--- config.mk ---
export PLATFORM = sky130hd
export DESIGN_NAME = load_store_unit_flat
export DESIGN_NICKNAME = d
export VERILOG_FILES = /design/src/rtl/load_store_unit_pkg.sv /design/src/rtl/load_store_unit_if.sv /design/src/rtl/load_store_unit_store_aligner.sv /design/src/rtl/load_store_unit.sv /design/src/flat_wrapper.sv
export SDC_FILE = /design/constraint.sdc
export NUM_CORES = 1
export LEC_CHECK = 0
export BUFFER_PORTS_ARGS = -buffer_cell sky130_fd_sc_hd__buf_2
export CAP_MARGIN = 10
export CORE_ASPECT_RATIO = 0.6
export CORE_MARGIN = 2
export CORE_UTILIZATION = 48
export DETAILED_ROUTE_END_ITERATION = 10
export PLACE_DENSITY_LB_ADDON = 0.2
export SYNTH_ARGS = -nofsm -noshare
export SYNTH_HDL_FRONTEND = slang
export SYNTH_SLANG_ARGS = --single-unit
--- constraint.sdc ---
create_clock -name I_clk -period 2.08 [get_ports I_clk]
set_input_delay 0.208 -clock I_clk [delete_from_list [all_inputs] [get_ports I_clk]]
set_output_delay 0.208 -clock I_clk [all_outputs]
set_load 0.02 [all_outputs]
--- src/rtl/load_store_unit_pkg.sv ---
// Shared definitions for the load/store unit: access sizes, FSM state
// encodings and the alignment rule used when a request is accepted.
package load_store_unit_pkg;

    localparam logic [1:0] SIZE_B = 2'b00;
    localparam logic [1:0] SIZE_H = 2'b01;
    localparam logic [1:0] SIZE_W = 2'b10;

    localparam logic [1:0] ST_IDLE   = 2'b00;
    localparam logic [1:0] ST_ACCESS = 2'b01;
    localparam logic [1:0] ST_RESP   = 2'b10;

    // Size code 11 is handled as a word access.
    function automatic logic is_misaligned(input logic [1:0] size, input logic [1:0] off);
        logic mis;
        case (size)
            SIZE_B:  mis = 1'b0;
            SIZE_H:  mis = off[0];
            default: mis = (off != 2'b00);
        endcase
        return mis;
    endfunction

endpackage

--- src/rtl/load_store_unit_if.sv ---
// Execute-stage request/response and data-bus signals of the load/store unit.
// The unit is the bus master; the slave modport is the view of everything
// around it (pipeline and bus slave).
interface load_store_unit_if;
    logic        I_req;
    logic        I_we;
    logic [1:0]  I_size;
    logic [31:0] I_addr;
    logic [31:0] I_wdata;
    logic [31:0] O_rdata;
    logic        O_done;
    logic        O_stall;
    logic        O_misaligned;
    logic        O_bus_err;
    logic        O_bus_cyc;
    logic        O_bus_stb;
    logic        O_bus_we;
    logic [31:0] O_bus_adr;
    logic [3:0]  O_bus_sel;
    logic [31:0] O_bus_dat;
    logic [31:0] I_bus_dat;
    logic        I_bus_ack;
    logic        I_bus_err;

    modport master (
        input  I_req, I_we, I_size, I_addr, I_wdata, I_bus_dat, I_bus_ack, I_bus_err,
        output O_rdata, O_done, O_stall, O_misaligned, O_bus_err,
               O_bus_cyc, O_bus_stb, O_bus_we, O_bus_adr, O_bus_sel, O_bus_dat
    );

    modport slave (
        output I_req, I_we, I_size, I_addr, I_wdata, I_bus_dat, I_bus_ack, I_bus_err,
        input  O_rdata, O_done, O_stall, O_misaligned, O_bus_err,
               O_bus_cyc, O_bus_stb, O_bus_we, O_bus_adr, O_bus_sel, O_bus_dat
    );
endinterface

--- src/rtl/load_store_unit_store_aligner.sv ---
// Byte-lane steering for stores: derives the lane enables from size and
// address offset and replicates the right-justified store data onto every
// lane it could land on. Loads reuse the sel output.
module store_aligner
    import load_store_unit_pkg::*;
(
    input  logic [1:0]  size,
    input  logic [1:0]  off,
    input  logic [31:0] wdata,
    output logic [3:0]  sel,
    output logic [31:0] dat
);

    // Lane enables and replicated data per access size.
    always_comb begin
        case (size)
            SIZE_B: begin
                sel = 4'b0001 << off;
                dat = {4{wdata[7:0]}};
            end
            SIZE_H: begin
                sel = 4'b0011 << off;
                dat = {2{wdata[15:0]}};
            end
            default: begin
                sel = 4'b1111;
                dat = wdata;
            end
        endcase
    end

endmodule

--- src/rtl/load_store_unit.sv ---
// Data-memory access controller: one load or store per request, alignment
// check, a single-beat classic bus cycle with a watchdog, and right-justified
// load data for the downstream extension stage.
module load_store_unit
    import load_store_unit_pkg::*;
#(
    parameter int unsigned TIMEOUT_CYCLES = 255
) (
    input  logic                I_clk,
    input  logic                I_rst_n,
    load_store_unit_if.master   bus
);

    localparam logic [7:0] TO_LAST = 8'(TIMEOUT_CYCLES - 1);

    logic [1:0]  state_q, state_d;
    logic        cyc_q, cyc_d;
    logic        we_q, we_d;
    logic [31:0] adr_q, adr_d;
    logic [3:0]  sel_q, sel_d;
    logic [31:0] dat_q, dat_d;
    logic [1:0]  off_q, off_d;
    logic [7:0]  cnt_q, cnt_d;
    logic [31:0] rdata_q, rdata_d;
    logic        done_q, done_d;
    logic        mis_q, mis_d;
    logic        err_q, err_d;

    logic [3:0]  al_sel;
    logic [31:0] al_dat;

    store_aligner u_store_aligner (
        .size  (bus.I_size),
        .off   (bus.I_addr[1:0]),
        .wdata (bus.I_wdata),
        .sel   (al_sel),
        .dat   (al_dat)
    );

    // Next-state and bus-register update for the IDLE/ACCESS/RESP sequence.
    always_comb begin
        state_d = state_q;
        cyc_d   = cyc_q;
        we_d    = we_q;
        adr_d   = adr_q;
        sel_d   = sel_q;
        dat_d   = dat_q;
        off_d   = off_q;
        cnt_d   = cnt_q;
        rdata_d = rdata_q;
        done_d  = 1'b0;
        mis_d   = mis_q;
        err_d   = err_q;

        case (state_q)
            ST_IDLE: begin
                if (bus.I_req) begin
                    if (is_misaligned(bus.I_size, bus.I_addr[1:0])) begin
                        // No bus cycle for a fault; report it straight away.
                        mis_d   = 1'b1;
                        done_d  = 1'b1;
                        state_d = ST_RESP;
                    end else begin
                        cyc_d   = 1'b1;
                        we_d    = bus.I_we;
                        adr_d   = {bus.I_addr[31:2], 2'b00};
                        sel_d   = al_sel;
                        dat_d   = al_dat;
                        off_d   = bus.I_addr[1:0];
                        cnt_d   = 8'd0;
                        state_d = ST_ACCESS;
                    end
                end
            end
            ST_ACCESS: begin
                if (bus.I_bus_err) begin
                    // Error takes priority over a simultaneous ack.
                    cyc_d   = 1'b0;
                    err_d   = 1'b1;
                    done_d  = 1'b1;
                    state_d = ST_RESP;
                end else if (bus.I_bus_ack) begin
                    cyc_d   = 1'b0;
                    if (!we_q) begin
                        rdata_d = bus.I_bus_dat >> {off_q, 3'b000};
                    end
                    done_d  = 1'b1;
                    state_d = ST_RESP;
                end else if (cnt_q == TO_LAST) begin
                    cyc_d   = 1'b0;
                    err_d   = 1'b1;
                    done_d  = 1'b1;
                    state_d = ST_RESP;
                end else begin
                    cnt_d = cnt_q + 8'd1;
                end
            end
            ST_RESP: begin
                mis_d   = 1'b0;
                err_d   = 1'b0;
                state_d = ST_IDLE;
            end
            default: begin
                state_d = ST_IDLE;
            end
        endcase
    end

    // State and output registers; reset clears everything, including read data.
    always_ff @(posedge I_clk) begin
        if (!I_rst_n) begin
            state_q <= ST_IDLE;
            cyc_q   <= 1'b0;
            we_q    <= 1'b0;
            adr_q   <= 32'd0;
            sel_q   <= 4'd0;
            dat_q   <= 32'd0;
            off_q   <= 2'd0;
            cnt_q   <= 8'd0;
            rdata_q <= 32'd0;
            done_q  <= 1'b0;
            mis_q   <= 1'b0;
            err_q   <= 1'b0;
        end else begin
            state_q <= state_d;
            cyc_q   <= cyc_d;
            we_q    <= we_d;
            adr_q   <= adr_d;
            sel_q   <= sel_d;
            dat_q   <= dat_d;
            off_q   <= off_d;
            cnt_q   <= cnt_d;
            rdata_q <= rdata_d;
            done_q  <= done_d;
            mis_q   <= mis_d;
            err_q   <= err_d;
        end
    end

    assign bus.O_rdata      = rdata_q;
    assign bus.O_done       = done_q;
    assign bus.O_misaligned = mis_q;
    assign bus.O_bus_err    = err_q;
    assign bus.O_bus_cyc    = cyc_q;
    assign bus.O_bus_stb    = cyc_q;
    assign bus.O_bus_we     = we_q;
    assign bus.O_bus_adr    = adr_q;
    assign bus.O_bus_sel    = sel_q;
    assign bus.O_bus_dat    = dat_q;
    assign bus.O_stall      = bus.I_req & ~done_q;

endmodule

--- src/flat_wrapper.sv ---
// flat-port wrapper written by rule: the top's interface ports become plain ports
module load_store_unit_flat import load_store_unit_pkg::*;
#(
    parameter int unsigned TIMEOUT_CYCLES = 255
)
  (I_clk, I_rst_n, bus_I_req, bus_I_we, bus_I_size, bus_I_addr, bus_I_wdata, bus_I_bus_dat, bus_I_bus_ack, bus_I_bus_err, bus_O_rdata, bus_O_done, bus_O_stall, bus_O_misaligned, bus_O_bus_err, bus_O_bus_cyc, bus_O_bus_stb, bus_O_bus_we, bus_O_bus_adr, bus_O_bus_sel, bus_O_bus_dat);
  load_store_unit_if bus_i ();
  input  logic I_clk;
  input  logic I_rst_n;
  input wire logic [$bits(bus_i.I_req)-1:0] bus_I_req;
  input wire logic [$bits(bus_i.I_we)-1:0] bus_I_we;
  input wire logic [$bits(bus_i.I_size)-1:0] bus_I_size;
  input wire logic [$bits(bus_i.I_addr)-1:0] bus_I_addr;
  input wire logic [$bits(bus_i.I_wdata)-1:0] bus_I_wdata;
  input wire logic [$bits(bus_i.I_bus_dat)-1:0] bus_I_bus_dat;
  input wire logic [$bits(bus_i.I_bus_ack)-1:0] bus_I_bus_ack;
  input wire logic [$bits(bus_i.I_bus_err)-1:0] bus_I_bus_err;
  output wire logic [$bits(bus_i.O_rdata)-1:0] bus_O_rdata;
  output wire logic [$bits(bus_i.O_done)-1:0] bus_O_done;
  output wire logic [$bits(bus_i.O_stall)-1:0] bus_O_stall;
  output wire logic [$bits(bus_i.O_misaligned)-1:0] bus_O_misaligned;
  output wire logic [$bits(bus_i.O_bus_err)-1:0] bus_O_bus_err;
  output wire logic [$bits(bus_i.O_bus_cyc)-1:0] bus_O_bus_cyc;
  output wire logic [$bits(bus_i.O_bus_stb)-1:0] bus_O_bus_stb;
  output wire logic [$bits(bus_i.O_bus_we)-1:0] bus_O_bus_we;
  output wire logic [$bits(bus_i.O_bus_adr)-1:0] bus_O_bus_adr;
  output wire logic [$bits(bus_i.O_bus_sel)-1:0] bus_O_bus_sel;
  output wire logic [$bits(bus_i.O_bus_dat)-1:0] bus_O_bus_dat;
  assign bus_i.I_req = bus_I_req;
  assign bus_i.I_we = bus_I_we;
  assign bus_i.I_size = bus_I_size;
  assign bus_i.I_addr = bus_I_addr;
  assign bus_i.I_wdata = bus_I_wdata;
  assign bus_i.I_bus_dat = bus_I_bus_dat;
  assign bus_i.I_bus_ack = bus_I_bus_ack;
  assign bus_i.I_bus_err = bus_I_bus_err;
  assign bus_O_rdata = bus_i.O_rdata;
  assign bus_O_done = bus_i.O_done;
  assign bus_O_stall = bus_i.O_stall;
  assign bus_O_misaligned = bus_i.O_misaligned;
  assign bus_O_bus_err = bus_i.O_bus_err;
  assign bus_O_bus_cyc = bus_i.O_bus_cyc;
  assign bus_O_bus_stb = bus_i.O_bus_stb;
  assign bus_O_bus_we = bus_i.O_bus_we;
  assign bus_O_bus_adr = bus_i.O_bus_adr;
  assign bus_O_bus_sel = bus_i.O_bus_sel;
  assign bus_O_bus_dat = bus_i.O_bus_dat;
  load_store_unit #(.TIMEOUT_CYCLES(TIMEOUT_CYCLES)) u_core (.I_clk(I_clk), .I_rst_n(I_rst_n), .bus(bus_i));
endmodule
==> results.txt <==
* Cell Rows: 29
- The slowest stage of the critical path belongs to the cell sky130_fd_sc_hd__or4_1.
- The first detailed-routing pass took 6 iterations.
- Hold buffer count at CTS: 0
* Outcome: finished clean
* Post-route DRC violation count: 0
* Placeable core region: 10500 um2
- Count of port buffers added during placement: 208
* Number of register bits inferred by synthesis: 115
* Worst Clk Skew: 11.9 ps
- Summing over every cut layer, the via total after detailed routing is 5288.
- Actual slew at the worst max-slew pin: 640 ps
- The via count of the first global-routing pass is 4885.
* Wire length on met3: 1570 um
- The repair_antennas step left the layout with diodes totalling 0.
- Post-CTS setup repair buffer count: 0
- Worst EP required: 2410 ps
- Count of yosys warnings during synthesis: 0
* Post-DR vias/cell: 5.38
* Area of all placed cells without fillers: 6890 um2
- Once detail routing completed, the nets flagged for antenna violations numbered 0.
- Critical Path End: u_core.cnt_q[1]$_SDFFE_PN0P_
* Share of post-route cells with drive strength above 1: 32.3%
- Library cells used by synthesis: 47
- The longest clock path from root to sink contains 2 buffers.
- Largest stage delay on the critical path: 490 ps
* Power per cell area: 907 nW/um2
- Number of placed cells counting well taps: 951
- Pin count of the biggest net entering global routing: 52
* Relative area change from synthesis to final layout: 35.3%
* Cell type with the highest aggregate area in the netlist: sky130_fd_sc_hd__dfxtp_1
* Post-Synthesis Cell Area: 5090 um2
- Setup-failing EPs final: 0
* CTS tree: built
- Post-synthesis cell count: 637
- The tool flagged a number of max-cap violations equal to 0.
- For the final routed database, the setup TNS stands at 0 ps.
* Cell chain of the critical path: inv_1 > ha_1 > nand2b_1 > a32o_2 > or4_1 > a21oi_1
- Setup repair after global routing left no endpoint under its margin.
- After clock tree synthesis, the clock-pin slew on the worst setup and hold paths is 60 ps.
* Critical path depth: 6
* Overall die height: 83.8 um
- Tracing the worst setup path back leads to its startpoint at u_core.state_q[0]$_SDFFE_PN0P_.
- Among cell families on the critical path, the largest total delay comes from simple AND/OR/NAND/NOR gates.
* GR Util All Layers: 27.1%
* Number of enable-type register cells in the synthesized netlist: 0
- After global routing the overflow that remains totals 0.
- Endpoint type of the worst setup path: flip-flop
- Counting I/O delays and the setup requirement, the final critical path takes 1920 ps.
- Most used DFF post-synth: sky130_fd_sc_hd__dfxtp_1
* Buffers plus inverters on the worst setup path: 1
- Area share of the leading cell type in the synthesized netlist: 45.2%
- Worst rel slew slack: 57.2%
* Detailed Route Iter0 Violations: 435
- Clock latency at the later pin of the worst-skew pair: 410 ps
- In this run the static leakage power is 3.01 nW.
- Beginning of the worst register-to-register path: u_core.state_q[0]$_SDFFE_PN0P_
- In the post-synthesis netlist, the biggest area contributors are sky130_fd_sc_hd__dfxtp_1 (45%), sky130_fd_sc_hd__nand2_1 (11%), sky130_fd_sc_hd__a21oi_1 (8.7%).
- In this run the cell area measured after placement is 6300 um2.
- Detailed placement ended at an HPWL of 11400 um.
- Root buffer cell: sky130_fd_sc_hd__clkbuf_16
* Final WL: 15500 um
- Total routed wire length on the met1 layer: 7170 um
* Routed met2 length: 6700 um
- H-tree levels: 4
- After synthesis, the share of flip-flops with an asynchronous set or reset is 0%.
- Worst reg-to-reg setup slack: 160 ps
- VDD sags by at most 0.525 mV.
- Reg-to-reg endpoint: u_core.cnt_q[1]$_SDFFE_PN0P_
- The worst hold path belongs to the class input pin to flip-flop.
- Cell types with the highest counts after synthesis: sky130_fd_sc_hd__nand2_1 (156), sky130_fd_sc_hd__dfxtp_1 (115), sky130_fd_sc_hd__a21oi_1 (89), sky130_fd_sc_hd__nor2_1 (49), sky130_fd_sc_hd__clkbuf_1 (38)
- Most common cell in the netlist: sky130_fd_sc_hd__nand2_1
* Inserted Clock Buffers: 17
- 211 I/O pins were placed.
- The worst setup path is launched from a flip-flop.
- Number of hold violations in the final report: 0
- Of all nets on the critical path, the largest fanout is 10.
* Number of cells in the finished layout apart from fillers: 983
- Each instance of the synthesized netlist takes up on average 8.00 um2.
- The final critical path takes up 92.5% of the cycle.
- Path depth of the worst reg2reg path: 6
* Worst setup path class: flip-flop to flip-flop
- Number of antenna violations at the first check in global routing: 0
* Routability cong.: 0.932
* Total of cells resized after clock tree synthesis: 0
- The die is 137 um wide.
- First-pass GRT wire length: 24500 um
- Once the floorplan was initialized, standard cells occupied 48.7% of the core.
* CP Data Arrival Time: 2260 ps
* Die area: 11500 um2
- Sinks on the clock net: 115
- Max layer used: met4
- Net count of the finished layout: 940
- Fmax: 519 MHz
- Routed len/inst: 15.8 um
* Seq/Total Area, Yosys: 45.2%
- Number of pins with negative max-slew slack in the final report: 0
-- tightest hold or removal path: stages --
cell                      delay (ps)
sky130_fd_sc_hd__buf_2            90
sky130_fd_sc_hd__nand2_1          40
sky130_fd_sc_hd__a21oi_1          50
-- routing by layer --
layer,vias to the layer above,GRT usage (%)
li1,2589,-
met2,258,37.9
met1,2426,39.9
met4,0,6.94
met3,15,8.68
met5,-,0
-- through the flow --
stage               hold slack (ps)  power (mW)  setup slack (ps)  util [%]
floorplan                       326        3.04               288         -
CTS                            22.4        6.28              48.4      65.9
detailed placement              444        3.43              50.4      60.3
finish                         36.2        6.26               155      66.0
global route                   33.6        6.50              43.6      66.0
global placement                437        3.40               230      60.3
-- state kept, by name, summed over array words and instances (netlist names) --
signal and cells:
u_core.bus.O_done 1, u_core.bus.O_bus_adr 30, u_core.cnt_q 8, u_core.bus.O_bus_we 1, u_core.bus.O_bus_cyc 1, u_core.state_q 2
u_core.bus.O_bus_err 1, u_core.bus.O_misaligned 1, u_core.bus.O_bus_dat 32, u_core.bus.O_bus_sel 4, u_core.off_q 2, u_core.bus.O_rdata 32
-- cell usage in the layout, fill, tap and decap left out, types with 3 or more instances in the layout --
cell / synthesis / layout
sky130_fd_sc_hd__a211oi_1: 16 / 16
sky130_fd_sc_hd__clkinv_4: 0 / 5
sky130_fd_sc_hd__mux2i_1: 33 / 33
sky130_fd_sc_hd__nor3_1: 12 / 12
sky130_fd_sc_hd__nor2_1: 49 / 49
sky130_fd_sc_hd__buf_12: 0 / 5
sky130_fd_sc_hd__inv_1: 7 / 6
sky130_fd_sc_hd__o21ai_0: 18 / 18
sky130_fd_sc_hd__o211ai_1: 8 / 8
sky130_fd_sc_hd__clkbuf_16: 0 / 17
sky130_fd_sc_hd__nand2_1: 156 / 156
sky130_fd_sc_hd__nand3_1: 14 / 14
sky130_fd_sc_hd__nor2b_1: 3 / 3
sky130_fd_sc_hd__buf_4: 3 / 15
sky130_fd_sc_hd__dfxtp_1: 115 / 115
sky130_fd_sc_hd__ha_1: 5 / 4
sky130_fd_sc_hd__mux2_2: 8 / 8
sky130_fd_sc_hd__buf_2: 6 / 208
sky130_fd_sc_hd__clkinvlp_4: 0 / 6
sky130_fd_sc_hd__o311ai_0: 3 / 3
sky130_fd_sc_hd__a21oi_1: 89 / 89
sky130_fd_sc_hd__a311oi_1: 14 / 14
-- cell families (layout without fill, tap and decap cells) --
family / count (synthesis) / after routing / share of synthesized area (%)
and+or+nand+nor: 249 / 249 / 20.3
other: 1 / 2 / 0.0736
muxes: 41 / 41 / 8.25
AOI/OAI and AO/OA: 165 / 165 / 19.7
buffers and inverters: 61 / 267 / 5.31
DFF: 115 / 115 / 45.2
adders and majority gates: 5 / 5 / 1.23
-- how the worst min path moves through the flow --
stage                                                from                                    end  slack [ps]  cells past startpoint
floorplan                                         I_rst_n         u_core.state_q[0]$_SDFFE_PN0P_         330                      1
global placement      u_core.bus.O_rdata[30]$_SDFFE_PN0P_    u_core.bus.O_rdata[30]$_SDFFE_PN0P_         440                      2
detailed placement  u_core.bus.O_bus_dat[27]$_SDFFE_PN0P_  u_core.bus.O_bus_dat[27]$_SDFFE_PN0P_         440                      2
finish                                     bus_I_addr[10]  u_core.bus.O_bus_adr[10]$_SDFFE_PN0P_          40                      3
CTS                                        bus_I_addr[22]  u_core.bus.O_bus_adr[22]$_SDFFE_PN0P_          20                      3
global route                               bus_I_addr[23]  u_core.bus.O_bus_adr[23]$_SDFFE_PN0P_          30                      3
-- area by class of cell --
type,instances,area [um2]
fillers,862,3560
inverters,7,27.5
flip-flops and latches,115,2300
well taps,139,174
multi-input cells,462,2550
clock inverters,14,158
clock buffers,18,429
repair buffers,228,1250
-- power breakdown --
group          internal [mW]  total (mW)  switching (mW)
logic                  0.374        1.01           0.631
clock network           1.77        2.86            1.09
registers               2.33        2.39          0.0675
Power figures use the tool's default switching activity.
